--- config.mk ---
export PLATFORM = sky130hd
export DESIGN_NAME = osd_regaccess_arbiter_flat
export DESIGN_NICKNAME = d
export VERILOG_FILES = /design/src/rtl/osd_regaccess_arbiter_if.sv /design/src/rtl/osd_regaccess_arbiter.sv /design/src/flat_wrapper.sv
export SDC_FILE = /design/constraint.sdc
export NUM_CORES = 1
export LEC_CHECK = 0
export ABC_AREA = 1
export BUFFER_PORTS_ARGS = -buffer_cell sky130_fd_sc_hd__buf_2
export CAP_MARGIN = 20
export CORE_AREA = 2 2 80 82
export CTS_CLUSTER_SIZE = 28
export DETAILED_ROUTE_END_ITERATION = 10
export DIE_AREA = 0 0 82 84
export PLACE_DENSITY_LB_ADDON = 0.3
export SLEW_MARGIN = 20
export SYNTH_ARGS = -nofsm -noshare
export SYNTH_HDL_FRONTEND = slang
export SYNTH_SLANG_ARGS = --single-unit
--- constraint.sdc ---
create_clock -name clk -period 5.7 [get_ports clk]
set_clock_uncertainty 0.1 [all_clocks]
set_input_delay 0.285 -clock clk [delete_from_list [all_inputs] [get_ports clk]]
set_output_delay 0.285 -clock clk [all_outputs]
set_load 0.03 [all_outputs]
--- src/rtl/osd_regaccess_arbiter_if.sv ---
// rtl/osd_regaccess_arbiter_if.sv - requester and register-target bus bundle for osd_regaccess_arbiter
//
// Purpose: carries the NREQ-wide requester side and the single register-target side
//          of the debug-module register-access arbiter.
// Modports:
//   master - arbiter view: takes requests and target responses, drives acks, reg_* and status
//   slave  - environment view: requesters plus register target
// Signals:
//   req_request/req_write/req_size [NREQ]   per-requester request, direction, size
//   req_addr   [NREQ*16]                    requester i at [16*i+:16]
//   req_wdata  [NREQ*DATA_WIDTH]            requester i at [DATA_WIDTH*i+:DATA_WIDTH]
//   req_ack/req_err [NREQ], req_rdata       response strobe, error, broadcast read data
//   reg_request/reg_write/reg_addr/reg_size/reg_wdata   latched access to the target
//   reg_ack/reg_err/reg_rdata               target completion
//   grant [NREQ], busy                      owner one-hot, transaction in progress
interface osd_regaccess_arbiter_if #(
    parameter int NREQ       = 2,
    parameter int DATA_WIDTH = 16
);
    logic [NREQ-1:0]            req_request;
    logic [NREQ-1:0]            req_write;
    logic [NREQ*16-1:0]         req_addr;
    logic [NREQ-1:0]            req_size;
    logic [NREQ*DATA_WIDTH-1:0] req_wdata;
    logic [NREQ-1:0]            req_ack;
    logic [NREQ-1:0]            req_err;
    logic [DATA_WIDTH-1:0]      req_rdata;

    logic                       reg_request;
    logic                       reg_write;
    logic [15:0]                reg_addr;
    logic                       reg_size;
    logic [DATA_WIDTH-1:0]      reg_wdata;
    logic                       reg_ack;
    logic                       reg_err;
    logic [DATA_WIDTH-1:0]      reg_rdata;

    logic [NREQ-1:0]            grant;
    logic                       busy;

    modport master (
        input  req_request, req_write, req_addr, req_size, req_wdata,
        input  reg_ack, reg_err, reg_rdata,
        output req_ack, req_err, req_rdata,
        output reg_request, reg_write, reg_addr, reg_size, reg_wdata,
        output grant, busy
    );

    modport slave (
        output req_request, req_write, req_addr, req_size, req_wdata,
        output reg_ack, reg_err, reg_rdata,
        input  req_ack, req_err, req_rdata,
        input  reg_request, reg_write, reg_addr, reg_size, reg_wdata,
        input  grant, busy
    );
endinterface

--- src/rtl/osd_regaccess_arbiter.sv ---
// rtl/osd_regaccess_arbiter.sv - round-robin arbiter sharing one register-access port among NREQ requesters
//
// Purpose: grants one requester at a time (round-robin from a rotating pointer), latches its
//          access onto the register-target port, and returns the response as a one-cycle
//          req_ack. A watchdog forces an error response if the target never acks.
// Ports:
//   clk  - clock
//   rst  - asynchronous active-high reset; abandons any transaction in flight
//   bus  - osd_regaccess_arbiter_if.master (requester side, register-target side, grant, busy)
// All outputs are registered.
module osd_regaccess_arbiter #(
    parameter int NREQ       = 2,
    parameter int DATA_WIDTH = 16,
    parameter int TIMEOUT    = 16
) (
    input  logic                    clk,
    input  logic                    rst,
    osd_regaccess_arbiter_if.master bus
);

    localparam int IDXW = (NREQ > 1) ? $clog2(NREQ) : 1;
    // Last BUSY count value before the watchdog fires; TIMEOUT cycles of BUSY in total.
    localparam int TMAX = (TIMEOUT > 0) ? TIMEOUT - 1 : 0;
    localparam int CW   = (TMAX > 0) ? $clog2(TMAX + 1) : 1;

    typedef enum logic [1:0] {
        ST_IDLE = 2'd0,
        ST_BUSY = 2'd1,
        ST_RESP = 2'd2
    } state_t;

    state_t                r_state;
    state_t                w_state_nxt;

    logic [IDXW-1:0]       r_ptr,         w_ptr_nxt;
    logic [IDXW-1:0]       r_owner,       w_owner_nxt;
    logic [CW-1:0]         r_cnt,         w_cnt_nxt;
    logic [NREQ-1:0]       r_grant,       w_grant_nxt;
    logic                  r_busy,        w_busy_nxt;
    logic                  r_reg_request, w_reg_request_nxt;
    logic                  r_reg_write,   w_reg_write_nxt;
    logic [15:0]           r_reg_addr,    w_reg_addr_nxt;
    logic                  r_reg_size,    w_reg_size_nxt;
    logic [DATA_WIDTH-1:0] r_reg_wdata,   w_reg_wdata_nxt;
    logic [NREQ-1:0]       r_req_ack,     w_req_ack_nxt;
    logic [NREQ-1:0]       r_req_err,     w_req_err_nxt;
    logic [DATA_WIDTH-1:0] r_req_rdata,   w_req_rdata_nxt;

    logic                  w_any;
    logic [IDXW-1:0]       w_win;
    logic [NREQ-1:0]       w_win_oh;

    // Round-robin search: first set request at or above the pointer, wrapping.
    always_comb begin : arb_search
        int idx;
        w_any = 1'b0;
        w_win = '0;
        idx   = 0;
        for (int k = 0; k < NREQ; k++) begin
            idx = int'(r_ptr) + k;
            if (idx >= NREQ) begin
                idx = idx - NREQ;
            end
            if (!w_any && bus.req_request[idx]) begin
                w_any = 1'b1;
                w_win = IDXW'(idx);
            end
        end
    end

    always_comb begin
        w_win_oh = '0;
        for (int i = 0; i < NREQ; i++) begin
            w_win_oh[i] = (w_win == IDXW'(i));
        end
    end

    // State register.
    always_ff @(posedge clk or posedge rst) begin
        if (rst) begin
            r_state <= ST_IDLE;
        end else begin
            r_state <= w_state_nxt;
        end
    end

    // Next-state and next-output logic.
    always_comb begin
        w_state_nxt       = r_state;
        w_ptr_nxt         = r_ptr;
        w_owner_nxt       = r_owner;
        w_cnt_nxt         = r_cnt;
        w_grant_nxt       = r_grant;
        w_busy_nxt        = r_busy;
        w_reg_request_nxt = r_reg_request;
        w_reg_write_nxt   = r_reg_write;
        w_reg_addr_nxt    = r_reg_addr;
        w_reg_size_nxt    = r_reg_size;
        w_reg_wdata_nxt   = r_reg_wdata;
        // Response outputs are pulses: zero unless this cycle launches RESP.
        w_req_ack_nxt     = '0;
        w_req_err_nxt     = '0;
        w_req_rdata_nxt   = '0;

        unique case (r_state)
            ST_IDLE: begin
                w_grant_nxt       = '0;
                w_busy_nxt        = 1'b0;
                w_reg_request_nxt = 1'b0;
                if (w_any) begin
                    w_state_nxt       = ST_BUSY;
                    w_owner_nxt       = w_win;
                    w_grant_nxt       = w_win_oh;
                    w_busy_nxt        = 1'b1;
                    w_reg_request_nxt = 1'b1;
                    w_cnt_nxt         = '0;
                    w_reg_write_nxt   = bus.req_write[w_win];
                    w_reg_addr_nxt    = bus.req_addr[16*int'(w_win) +: 16];
                    w_reg_size_nxt    = bus.req_size[w_win];
                    w_reg_wdata_nxt   = bus.req_wdata[DATA_WIDTH*int'(w_win) +: DATA_WIDTH];
                end
            end

            ST_BUSY: begin
                // An ack wins over a watchdog expiring in the same cycle.
                if (bus.reg_ack) begin
                    w_state_nxt       = ST_RESP;
                    w_reg_request_nxt = 1'b0;
                    w_req_ack_nxt     = r_grant;
                    w_req_err_nxt     = r_grant & {NREQ{bus.reg_err}};
                    w_req_rdata_nxt   = bus.reg_rdata;
                end else if ((TIMEOUT != 0) && (r_cnt == CW'(TMAX))) begin
                    w_state_nxt       = ST_RESP;
                    w_reg_request_nxt = 1'b0;
                    w_req_ack_nxt     = r_grant;
                    w_req_err_nxt     = r_grant;
                end else begin
                    w_cnt_nxt = r_cnt + 1'b1;
                end
            end

            ST_RESP: begin
                w_state_nxt = ST_IDLE;
                w_grant_nxt = '0;
                w_busy_nxt  = 1'b0;
                w_ptr_nxt   = (r_owner == IDXW'(NREQ - 1)) ? '0 : r_owner + 1'b1;
            end

            default: begin
                w_state_nxt       = ST_IDLE;
                w_grant_nxt       = '0;
                w_busy_nxt        = 1'b0;
                w_reg_request_nxt = 1'b0;
            end
        endcase
    end

    // Registered datapath and outputs.
    always_ff @(posedge clk or posedge rst) begin
        if (rst) begin
            r_ptr         <= '0;
            r_owner       <= '0;
            r_cnt         <= '0;
            r_grant       <= '0;
            r_busy        <= 1'b0;
            r_reg_request <= 1'b0;
            r_reg_write   <= 1'b0;
            r_reg_addr    <= '0;
            r_reg_size    <= 1'b0;
            r_reg_wdata   <= '0;
            r_req_ack     <= '0;
            r_req_err     <= '0;
            r_req_rdata   <= '0;
        end else begin
            r_ptr         <= w_ptr_nxt;
            r_owner       <= w_owner_nxt;
            r_cnt         <= w_cnt_nxt;
            r_grant       <= w_grant_nxt;
            r_busy        <= w_busy_nxt;
            r_reg_request <= w_reg_request_nxt;
            r_reg_write   <= w_reg_write_nxt;
            r_reg_addr    <= w_reg_addr_nxt;
            r_reg_size    <= w_reg_size_nxt;
            r_reg_wdata   <= w_reg_wdata_nxt;
            r_req_ack     <= w_req_ack_nxt;
            r_req_err     <= w_req_err_nxt;
            r_req_rdata   <= w_req_rdata_nxt;
        end
    end

    assign bus.grant       = r_grant;
    assign bus.busy        = r_busy;
    assign bus.reg_request = r_reg_request;
    assign bus.reg_write   = r_reg_write;
    assign bus.reg_addr    = r_reg_addr;
    assign bus.reg_size    = r_reg_size;
    assign bus.reg_wdata   = r_reg_wdata;
    assign bus.req_ack     = r_req_ack;
    assign bus.req_err     = r_req_err;
    assign bus.req_rdata   = r_req_rdata;

endmodule

--- src/flat_wrapper.sv ---
// flat-port wrapper written by rule: the top's interface ports become plain ports
module osd_regaccess_arbiter_flat 
#(
    parameter int NREQ       = 2,
    parameter int DATA_WIDTH = 16,
    parameter int TIMEOUT    = 16
)
  (clk, rst, bus_req_request, bus_req_write, bus_req_addr, bus_req_size, bus_req_wdata, bus_reg_ack, bus_reg_err, bus_reg_rdata, bus_req_ack, bus_req_err, bus_req_rdata, bus_reg_request, bus_reg_write, bus_reg_addr, bus_reg_size, bus_reg_wdata, bus_grant, bus_busy);
  osd_regaccess_arbiter_if #(.NREQ(NREQ), .DATA_WIDTH(DATA_WIDTH)) bus_i ();
  input  logic clk;
  input  logic rst;
  input wire logic [$bits(bus_i.req_request)-1:0] bus_req_request;
  input wire logic [$bits(bus_i.req_write)-1:0] bus_req_write;
  input wire logic [$bits(bus_i.req_addr)-1:0] bus_req_addr;
  input wire logic [$bits(bus_i.req_size)-1:0] bus_req_size;
  input wire logic [$bits(bus_i.req_wdata)-1:0] bus_req_wdata;
  input wire logic [$bits(bus_i.reg_ack)-1:0] bus_reg_ack;
  input wire logic [$bits(bus_i.reg_err)-1:0] bus_reg_err;
  input wire logic [$bits(bus_i.reg_rdata)-1:0] bus_reg_rdata;
  output wire logic [$bits(bus_i.req_ack)-1:0] bus_req_ack;
  output wire logic [$bits(bus_i.req_err)-1:0] bus_req_err;
  output wire logic [$bits(bus_i.req_rdata)-1:0] bus_req_rdata;
  output wire logic [$bits(bus_i.reg_request)-1:0] bus_reg_request;
  output wire logic [$bits(bus_i.reg_write)-1:0] bus_reg_write;
  output wire logic [$bits(bus_i.reg_addr)-1:0] bus_reg_addr;
  output wire logic [$bits(bus_i.reg_size)-1:0] bus_reg_size;
  output wire logic [$bits(bus_i.reg_wdata)-1:0] bus_reg_wdata;
  output wire logic [$bits(bus_i.grant)-1:0] bus_grant;
  output wire logic [$bits(bus_i.busy)-1:0] bus_busy;
  assign bus_i.req_request = bus_req_request;
  assign bus_i.req_write = bus_req_write;
  assign bus_i.req_addr = bus_req_addr;
  assign bus_i.req_size = bus_req_size;
  assign bus_i.req_wdata = bus_req_wdata;
  assign bus_i.reg_ack = bus_reg_ack;
  assign bus_i.reg_err = bus_reg_err;
  assign bus_i.reg_rdata = bus_reg_rdata;
  assign bus_req_ack = bus_i.req_ack;
  assign bus_req_err = bus_i.req_err;
  assign bus_req_rdata = bus_i.req_rdata;
  assign bus_reg_request = bus_i.reg_request;
  assign bus_reg_write = bus_i.reg_write;
  assign bus_reg_addr = bus_i.reg_addr;
  assign bus_reg_size = bus_i.reg_size;
  assign bus_reg_wdata = bus_i.reg_wdata;
  assign bus_grant = bus_i.grant;
  assign bus_busy = bus_i.busy;
  osd_regaccess_arbiter #(.NREQ(NREQ), .DATA_WIDTH(DATA_WIDTH), .TIMEOUT(TIMEOUT)) u_core (.clk(clk), .rst(rst), .bus(bus_i));
endmodule
==> reports/results.ini <==
[clocking]
insertion_delay_ns = 0.32
cts_sinks = 66
cts_resized = 0
post_cts_buffers = 0
clockRootBuffer = clkbuf_8
hold_buffers = 0
path_clk_slew_ns = 0.07
cts_tree = built
h-tree-depth = 3
clockBufferDepth = 2
cts_buffers = 9

[drt]
dr_wl_met2_um = 3160
vias = 2737
route.detailed.drc = 0
route.met3.wl_um = 654
finalWirelength_um = 6840
wl_per_cell_um = 11.6
dr.max_layer_used = met4
wl_met1_um = 2950
first_iter_violations = 141
first_pass_iters = 4
ant_nets = 0
viasPerCell = 4.63

[grt]
grt_max_degree = 67
grt_use_total_pct = 20.1
overflow = 0
grt_pass1_wl_um = 10800
grt_antenna_before_repair = 0
grt_pass1_vias = 2511

[flow_run]
max-cap-violations = 0

[power_and_ir_drop]
power_density_nw_per_um2 = 527
p_leak_uw = 0.00234
vdd_drop_max_uv = 243
totalPowerFinal_uw = 2030

[floorplan]
ios = 148
chipWidth_um = 82
fp.dieArea_um2 = 6890
rows = 29
initial_core_util_pct = 47.5
die_h_um = 84
coreArea_um2 = 6100

[timing]
drv_slew = 0
min_period_over_period_pct = 32.9
fmax_mhz = 533
layout_min_cycle_time_ns = 1.88
tightest_slew_ns = 0.809
fin_tns_setup_ns = 0
rsz0062_at_grt = false
slew_headroom_pct = 46.0
final_hold_viol_count = 0
setup_viol = 0

[worst_setup_path]
path_max_fanout = 36
end_kind = register
required_ns = 5.81
crit_arrival_ns = 1.99
crit_type = register to register
critPathLaunchType = register

[layout]
stdcell_count = 591
postLayoutCoreUtil_pct = 63.1
area_growth_pct = 32.8
num_antenna_cells = 0
drive_above_1_share_pct = 33.7
nets = 600

[synthesis]
ys_seq_area_share_pct = 57.0
yosysUniqueCellTypes = 21
syn-cell-area_um2 = 2900
synth_nets = 456
yosysWarnings = 0
syn_area_per_cell_um2 = 7.93
synthCells = 365
synth_seq_cells = 66

[status]
status = finished clean

[placement]
gp_congestion = 0.775
io_buffer_count = 147
dp.cells = 575
dpl.hpwl_um = 4870

[min_path]
hp-class = input pin to register

==> flip-flops by register name, indices dropped and copies added, names as in the netlist, 2 cells and up <==
signal,flops
u_core.bus.reg_wdata,16
u_core.bus.req_err,2
u_core.bus.grant,2
u_core.bus.req_ack,2
u_core.r_cnt,4
u_core.r_state,2
u_core.bus.req_rdata,16
u_core.bus.reg_addr,16
==> power breakdown <==
part	leakage (uW)	switching, uW	internal, uW
Sequential	0.000848	91.3	640
Combinational	0.00139	662	249
Clock	0.000101	160	226
==> worst max-delay path, cell delays in order (launching register included) <==
cell     delay, ns
dfrtp_1       0.38
inv_1         0.06
nand2_1       0.05
nand2_2       0.48
inv_2         0.37
nand2_1       0.15
nand2_1       0.07
nand2_1       0.06
nand2_1       0.05
==> per-stage QoR <==
stage	hold WS, ns	cell area, um2	worst slack, ns
after floorplan	0.298	2900	3.66
after global placement	0.351	3650	3.85
after detailed placement	0.363	3650	3.84
after CTS	0.0707	3850	3.82
after global routing	0.0683	3850	3.61
final	0.0841	3850	3.82
==> logic make-up after synthesis <==
kind of cell / count (synthesis) / synth area share (%)
buffers and inverters: 27 / 4.62
and+or+nand+nor: 268 / 37.3
DFF: 66 / 57.0
xor gates and xnor gates: 1 / 0.303
AOI/OAI and AO/OA: 2 / 0.345
adders and majority gates: 1 / 0.432
==> synthesized netlist by cell type <==
cell type / instances / area [um2]
buf_4: 5 / 37.5
nand2_1: 212 / 796
dfrtp_1: 66 / 1650
o21ai_0: 1 / 5.00
nor2_4: 1 / 11.3
xnor2_1: 1 / 8.76
nor3_1: 2 / 10.0
nand3_2: 1 / 10.0
ha_1: 1 / 12.5
inv_1: 8 / 30.0
inv_2: 3 / 11.3
nand4_1: 1 / 6.26
nand3_1: 22 / 110
clkbuf_1: 1 / 3.75
nand2_2: 1 / 6.26
o21ai_1: 1 / 5.00
nor2_2: 3 / 18.8
inv_4: 1 / 6.26
nor2_8: 1 / 20.0
buf_2: 9 / 45.0
nor2_1: 24 / 90.1
==> worst paths after layout <==
kind / start / to / slack [ns] / cells past startpoint
min in group asynchronous: rst / u_core.bus.req_rdata[11] / 0.09 / 3
max: u_core.r_ptr / u_core.bus.reg_wdata[4] / 3.82 / 8
max in group asynchronous: rst / u_core.bus.reg_wdata[12] / 4.87 / 3
min reg2reg: u_core.bus.reg_addr[13] / u_core.bus.reg_addr[13] / 0.38 / 2
max reg2reg: u_core.r_ptr / u_core.bus.reg_wdata[4] / 3.82 / 8
min: bus_req_addr[16] / u_core.bus.reg_addr[0] / 0.08 / 3
==> routing by layer <==
metal / track usage [%] / vias to the layer above
met1: 25.6 / 1199
li1: - / 1395
met3: 5.30 / 8
met5: 0 / -
met2: 33.0 / 135
met4: 6.67 / 0
==> placed cells by master, fill, tap and decap left out <==
master     instances
clkbuf_8          11
nor3_1             2
clkinv_2           1
buf_4              1
buf_2            147
clkbuf_1           3
o21ai_1            1
nor2_8             1
xnor2_1            1
dfrtp_1           66
o21ai_0            1
bufinv_16          1
nand3_1           22
nand3_2            1
nor2_1            24
inv_2              4
inv_4              1
nor2_2             3
nand4_1            1
nand2_2            1
ha_1               1
inv_1              7
nor2_4             1
nand2_1          212
==> layout make-up <==
class / count / area, um2
Multi-Input combinational cell: 272 / 1110
Inverter: 12 / 47.5
Sequential cell: 66 / 1650
Timing Repair Buffer: 148 / 743
Clock buffer: 14 / 163
Clock inverter: 2 / 35.0
Tap cell: 77 / 96.3
Fill cell: 564 / 2250
Note: power is estimated with default switching activity, not from simulation.
